`config.mk`:
```
export PLATFORM = sky130hd
export DESIGN_NAME = inst_mem_loader
export DESIGN_NICKNAME = d
export VERILOG_FILES = /design/src/rtl/inst_mem_loader_pkg.sv /design/src/rtl/inst_mem_loader.sv
export SDC_FILE = /design/constraint.sdc
export NUM_CORES = 1
export LEC_CHECK = 0
export ABC_AREA = 1
export CAP_MARGIN = 10
export CORE_MARGIN = 2
export CORE_UTILIZATION = 65
export CTS_CLUSTER_SIZE = 28
export DETAILED_ROUTE_END_ITERATION = 16
export DONT_BUFFER_PORTS = 1
export PLACE_DENSITY_LB_ADDON = 0.15
export SLEW_MARGIN = 15
export SYNTH_ARGS = -nofsm -noshare
export SYNTH_HDL_FRONTEND = slang
export SYNTH_SLANG_ARGS = --single-unit
```
`constraint.sdc`:
```
create_clock -name clk -period 5.4 [get_ports clk]
set_input_delay 0.81 -clock clk [delete_from_list [all_inputs] [get_ports clk]]
set_output_delay 0.81 -clock clk [all_outputs]
set_load 0.03 [all_outputs]
```
`src/rtl/inst_mem_loader_pkg.sv`:
```
// Shared constants and types for the instruction memory and its loader.
// Latency: n/a (package only).
// Backpressure: n/a (package only).
package inst_mem_loader_pkg;

  // Instruction memory geometry, shared with the instruction memory itself.
  localparam int IMEM_BYTES = 16;
  localparam int ADDR_BITS  = 64;
  localparam int WORD_BITS  = 32;
  localparam int BYTE_BITS  = 8;
  localparam int WORD_BYTES = WORD_BITS / BYTE_BITS;

  // Loader FSM encoding.
  typedef enum logic [1:0] {
    ST_IDLE      = 2'd0,
    ST_WAIT_WORD = 2'd1,
    ST_WRITE     = 2'd2,
    ST_DONE      = 2'd3
  } state_t;

  // A load request is legal when:
  //   - the base is word aligned;
  //   - the word count is in 1..max_words;
  //   - the last byte fits inside the memory.
  // The end address is formed one bit wider than an address, so a base
  // near 2^64 cannot wrap around and pass the bound check.
  function automatic logic start_ok(
    input logic [ADDR_BITS-1:0] base,
    input logic [2:0]           nw,
    input int unsigned          mem_bytes,
    input int unsigned          max_words
  );
    logic [ADDR_BITS:0] end_addr;
    end_addr = {1'b0, base} + (ADDR_BITS+1)'({nw, 2'b00});
    return (base[1:0] == 2'b00) &&
           (nw != 3'd0) &&
           (32'(nw) <= max_words) &&
           (end_addr <= (ADDR_BITS+1)'(mem_bytes));
  endfunction

endpackage

```
`src/rtl/inst_mem_loader.sv`:
```
// Streams 32-bit instruction words into a byte-wide instruction memory, little-endian.
// Latency: word accepted in cycle N is written as bytes in N+1..N+4; next word accepted in N+5.
// Backpressure: word_ready is high only while waiting for a word; abort and reset win over any handshake.
module inst_mem_loader
  import inst_mem_loader_pkg::*;
#(
  parameter int MEM_BYTES = IMEM_BYTES,
  parameter int MAX_WORDS = IMEM_BYTES / WORD_BYTES
) (
  input  logic                 clk,
  input  logic                 reset,
  input  logic                 start,
  input  logic [ADDR_BITS-1:0] base_addr,
  input  logic [2:0]           num_words,
  input  logic [WORD_BITS-1:0] word_in,
  input  logic                 word_valid,
  output logic                 word_ready,
  input  logic                 abort,
  output logic                 mem_we,
  output logic [ADDR_BITS-1:0] mem_addr,
  output logic [BYTE_BITS-1:0] mem_wdata,
  output logic                 busy,
  output logic                 done,
  output logic                 error
);

  state_t               state_q;
  state_t               state_d;
  logic [ADDR_BITS-1:0] cur_addr_q;
  logic [2:0]           words_left_q;
  logic [1:0]           byte_idx_q;
  logic [WORD_BITS-1:0] word_q;
  logic                 error_q;

  logic                 start_accept;
  logic                 start_reject;
  logic                 word_take;

  // State register; reset always lands in IDLE regardless of other inputs.
  always_ff @(posedge clk) begin
    if (reset) begin
      state_q <= ST_IDLE;
    end else begin
      state_q <= state_d;
    end
  end

  // Next state, handshake decode and memory port drive.
  always_comb begin
    state_d      = state_q;
    word_ready   = 1'b0;
    mem_we       = 1'b0;
    mem_addr     = '0;
    mem_wdata    = '0;
    busy         = (state_q != ST_IDLE);
    done         = 1'b0;
    start_accept = 1'b0;
    start_reject = 1'b0;
    word_take    = 1'b0;

    case (state_q)
      ST_IDLE: begin
        // Abort has no meaning while idle.
        if (start) begin
          if (start_ok(base_addr, num_words, int'(unsigned'(MEM_BYTES)), int'(unsigned'(MAX_WORDS)))) begin
            start_accept = 1'b1;
            state_d      = ST_WAIT_WORD;
          end else begin
            start_reject = 1'b1;
          end
        end
      end

      ST_WAIT_WORD: begin
        // Ready stays visible even when abort discards the handshake.
        word_ready = 1'b1;
        if (abort) begin
          state_d = ST_IDLE;
        end else if (word_valid) begin
          word_take = 1'b1;
          state_d   = ST_WRITE;
        end
      end

      ST_WRITE: begin
        // The current byte still goes out on an abort cycle.
        mem_we    = 1'b1;
        mem_addr  = cur_addr_q + ADDR_BITS'(byte_idx_q);
        mem_wdata = word_q[{byte_idx_q, 3'b000} +: BYTE_BITS];
        if (abort) begin
          state_d = ST_IDLE;
        end else if (byte_idx_q == 2'd3) begin
          state_d = (words_left_q == 3'd1) ? ST_DONE : ST_WAIT_WORD;
        end
      end

      ST_DONE: begin
        done    = 1'b1;
        state_d = ST_IDLE;
      end

      default: begin
        state_d = ST_IDLE;
      end
    endcase

    // While reset is held, every output reads as idle and nothing is decoded.
    if (reset) begin
      state_d      = ST_IDLE;
      word_ready   = 1'b0;
      mem_we       = 1'b0;
      mem_addr     = '0;
      mem_wdata    = '0;
      busy         = 1'b0;
      done         = 1'b0;
      start_accept = 1'b0;
      start_reject = 1'b0;
      word_take    = 1'b0;
    end
  end

  // Load context: address cursor, remaining words, byte index, captured word and error pulse.
  always_ff @(posedge clk) begin
    if (reset) begin
      cur_addr_q   <= '0;
      words_left_q <= '0;
      byte_idx_q   <= '0;
      word_q       <= '0;
      error_q      <= 1'b0;
    end else begin
      error_q <= start_reject;

      if (start_accept) begin
        cur_addr_q   <= base_addr;
        words_left_q <= num_words;
        byte_idx_q   <= '0;
      end

      if (word_take) begin
        word_q     <= word_in;
        byte_idx_q <= '0;
      end

      if (state_q == ST_WRITE) begin
        if (abort) begin
          // Bytes already written stay in memory; only the cursor is dropped.
          byte_idx_q <= '0;
        end else begin
          byte_idx_q <= byte_idx_q + 2'd1;
          if (byte_idx_q == 2'd3) begin
            cur_addr_q   <= cur_addr_q + ADDR_BITS'(WORD_BYTES);
            words_left_q <= words_left_q - 3'd1;
          end
        end
      end
    end
  end

  assign error = error_q & ~reset;

endmodule
```
Yosys cells after proc, flatten, opt, wreduce, memory -nomap -nowiden

Index checks and enable logic that the tools add are counted.

Logic and storage cells: 77
Bits of input ports: 104
Output and inout port bits: 77
Bits in registers: 104

Equal/unequal tests: 9
Add/subtract/negate cells: 5
Reductions and logical operators: 10
Muxes and demuxes: 40
Magnitude comparators: 2
Shifts and indexed selects: 1
Bitwise logic cells: 4

Operators by type and width:

| operator              | count |
|---|---|
| $mux 64               | 6 |
| $add 64x5->65         | 1 |
| $le 65x5->1 const B   | 1 |
| $add 64x2->64         | 1 |
| $add 64x3->64 const B | 1 |
| $shiftx 32x6->8       | 1 |
| $mux 2                | 11 |
| $mux 1                | 16 |
| $mux 8                | 2 |
| $mux 3                | 4 |
| $pmux 2 s4            | 1 |
| $eq 2x2->1 const B    | 3 |
| $ne 3x3->1 const B    | 2 |
| $reduce_bool 3->1     | 2 |
| $logic_not 2->1       | 2 |
| $ne 2x2->1 const B    | 2 |
| $reduce_and 4->1      | 1 |
| $eq 3x1->1 const B    | 1 |
| $le 3x3->1 const B    | 1 |
| $logic_and 1x1->1     | 3 |
| $not 1->1             | 3 |
| $reduce_or 3->1       | 1 |
| $sub 3x1->3 const B   | 1 |
| $add 2x1->2 const B   | 1 |
| 3 further kinds       | 3 |

Logic depth before layout (Yosys ltp)

Depth after elaboration: 12
Depth in mapped cells: 23
Mapped depth without buffers: 21

Worst setup path before layout

Ideal clock, no wire load.

Path type: flip-flop to output port
From: register cur_addr_q[3]
To: output mem_addr[60]
Arrival: 2768 ps
Cell stages (with the launch flop): 18
Path slack: 1822 ps
Cell sequence: dfxtp_1 ha_1 nand3_1 inv_2 nand2_2 nor2_1 inv_2 nor2_1 nand2_1 nor2_2 nand2_1 nor2_2 nand3_1 inv_2 nand2_1 nor2_2 a21oi_1 nor3_1

Word-level cells in the longest chain between the ends: 3

Ends and longest elaborated chain:

| what                   | RTL line               | RTL |
|---|---|---|
| from (decl)            | inst_mem_loader.sv:29  | `logic [ADDR_BITS-1:0] cur_addr_q;` |
| from (signal assigned) | inst_mem_loader.sv:134 | `cur_addr_q <= base_addr;` |
| from (signal assigned) | inst_mem_loader.sv:151 | `cur_addr_q <= cur_addr_q + ADDR_BITS'(WORD_BYTES);` |
| $add 64x2->64          | inst_mem_loader.sv:88  | `mem_addr = cur_addr_q + ADDR_BITS'(byte_idx_q);` |
| $mux 64                | inst_mem_loader.sv:61  | `case (state_q)` |
| $mux 64                | inst_mem_loader.sv:108 | `if (reset) begin` |
| to (decl)              | inst_mem_loader.sv:20  | `output logic [ADDR_BITS-1:0] mem_addr,` |

No other way between the ends.

Final worst setup path

From: register cur_addr_q[2]
To: output mem_addr[56]

Same word-level chain as after synthesis.

==> impl_metrics.toml <==
[setup_path]
cp_slowest_cell = "a21oi_1"
crit_start = "cur_addr_q[2]"
crit_fanout = 9
reg2reg_to = "cur_addr_q[26]"
path_cells = "ha_1, nand3_1, inv_2, nand2_2, nor2_1, inv_2, nor2_1, nand2_1, nor2_2, nand2_1, nor2_2, nand3_1, inv_2, nand2_1, nor2_2, o21ai_0, a21oi_1"
path_class = "register to output pin"
arrival_ns = 3.78
r2r-start = "state_q[1]"
slowest_delay_ns = 0.57
timing.critical_path.buf_inv = 3
worstPathRequired_ns = 4.59
path_depth = 17
rrSetupSlack_ns = 2.21
startpoint_type = "register"
cp-end-kind = "output pin"
timing.reg2reg.worst_path_depth = 12
cp_top_family = "simple AND/OR/NAND/NOR gates"

[floorplanning]
die_h_um = 127
core_area_mm2 = 0.0146
die_x_um = 127
rows = 44
ios = 181
initial_core_util = 0.671
dieArea_mm2 = 0.0161

[logic_synthesis]
synth-edff-count = 0
synth_async_sr_flop_share = 0
synth-seq-area-share = 0.212
synth_nets = 1942
netlist_instances = 1827
synth_cell_type_count = 42
synth_common_cells = "nand2_1 (426), nor2_1 (329), inv_1 (245)"
ys_ff_latch = 104
yosys-top-cells-area = "dfxtp_1 (21%), nand2_1 (16%), nor2_1 (13%)"
syn_area_mm2 = 0.00983
yosys_most_used_dff = "dfxtp_1"
syn_area_per_cell_um2 = 5.38
synth_warnings = 0
yosysTopAreaCell = "dfxtp_1"
yosysTopAreaCellShare = 0.212
yosysMostFrequentCell = "nand2_1"

[timing]
skew_ns = 0.0137
tns_ns = 0
finalCritPeriodShare = 0.849
setup_viol = 0
fin_crit_ns = 4.59
fmax_mhz = 218
tightestPinTransition_ns = 1.17
max-slew-margin-rel = 0.216
maxSlewViolCount = 0
rsz0062_at_grt = "no"
hold_violations = 0

[cts]
clock-sinks = 104
numCtsBuffers = 9
insertion_delay_ns = 0.36
cts.clk_slew.worst_paths_ns = 0.08
post_cts_buffers = 0
cts_root_buf = "clkbuf_16"
clock_path_buffers = 2
ctsHtreeMaxLevel = 3
ctsResizeCount = 0
ctsHoldBuffers = 0
tritoncts = "built"

[route]
vias = 12100
wirelength_um = 33700
drtIter0Drc = 1340
drc_errors = 0
first_pass_iters = 9
wl_per_cell_um = 16.8
antenna_left = 0
vias_per_cell = 6.05

[layout]
drive_above_1_share = 0.0515
fin_nets = 1934
syn2layout_area_growth_pct = 5.99
design_area_mm2 = 0.0104
antennaDiodeCount = 0
final_util = 0.712

[power_and_ir_drop]
total_power_mw = 1.58
ir_drop_mv = 0.150
p_leak_nw = 3.78
power_density_mw_per_mm2 = 152

[run]
cap_viol_max_count = 0

[grt]
grt_max_degree = 83
grt_remaining_overflow = 0
first_global_vias = 11300
antenna_found_initial = 0
grt_use_total = 0.409
grt_pass1_wl_um = 53700

[place]
gp_congestion = 1.06
placed_cell_area_mm2 = 0.0101
port-buffer-count = 0
dp_hpwl_um = 25100

[worst_hold_path]
min_to = "word_q[20]"
min_from = "word_q[20]"
whs_path_depth = 2
hold_path.class = "register to register"

[status]
status = "finished clean"
==> stage by stage <==
stage	instances	worst slack [ns]	hold slack, ns
2_1_floorplan	1827	1.82	0.429
3_3_place_gp	1992	1.20	0.440
3_5_place_dp	1992	1.11	0.448
4_1_cts	2008	0.874	0.458
5_1_grt	2008	0.561	0.470
6_report	2008	0.814	0.455
==> logic make-up after synthesis <==
kind of cell    count (synthesis)  synth area share
xor+xnor                       16            0.0143
flops                         104             0.212
buf+inv                       311             0.121
compound gates                343             0.180
simple gates                 1042             0.457
fa+ha+maj                      11            0.0155
==> layout make-up <==
type,instances,area [µm²]
clock inverters,6,65.1
clock buffers,10,239
fillers,1383,4220
multi-input cells,1412,6570
inverters,255,957
repair buffers,37,278
well taps,184,230
flip-flops and latches,104,2080
==> cells in the final DEF, fill, tap and decap left out, drive strengths merged, types with 37 or more instances in the layout <==
master  instances
nand4          39
nor3           75
inv           256
dfxtp         104
nand3         115
nor2          345
o21ai         161
buf            37
nand2         433
a21oi         158
==> routing by layer <==
metal	global-route usage	vias to the layer above	share of wire
li1	-	5911	-
met2	0.670	711	0.45
met3	0.102	147	0.11
met1	0.495	5380	0.39
met4	0.218	0	0.048
met5	0	-	0
==> sequential cells by signal, indices dropped and copies added, names as in the netlist <==
register	cells
state_q	2
cur_addr_q	64
words_left_q	3
byte_idx_q	2
word_q	32
error_q	1
==> where the power goes <==
part	switching, mW	internal, mW
combinational	0.0805	0.0394
sequential	0.0000928	0.766
clock	0.321	0.375
total	0.401	1.18
==> how the worst max path moves through the flow <==
stage | to | slack (ns)
CTS | mem_addr[56] | 0.87
floorplan | mem_addr[60] | 1.82
detailed placement | words_left_q[2] | 1.11
finish | mem_addr[56] | 0.81
global route | mem_addr[56] | 0.56
global placement | words_left_q[2] | 1.20
==> worst min-delay path, cell delays in order, from the launching register on <==
cell,delay [ns]
dfxtp_1,0.30
inv_1,0.06
a21oi_1,0.05
No activity file was read; power rests on OpenSTA's default activity.
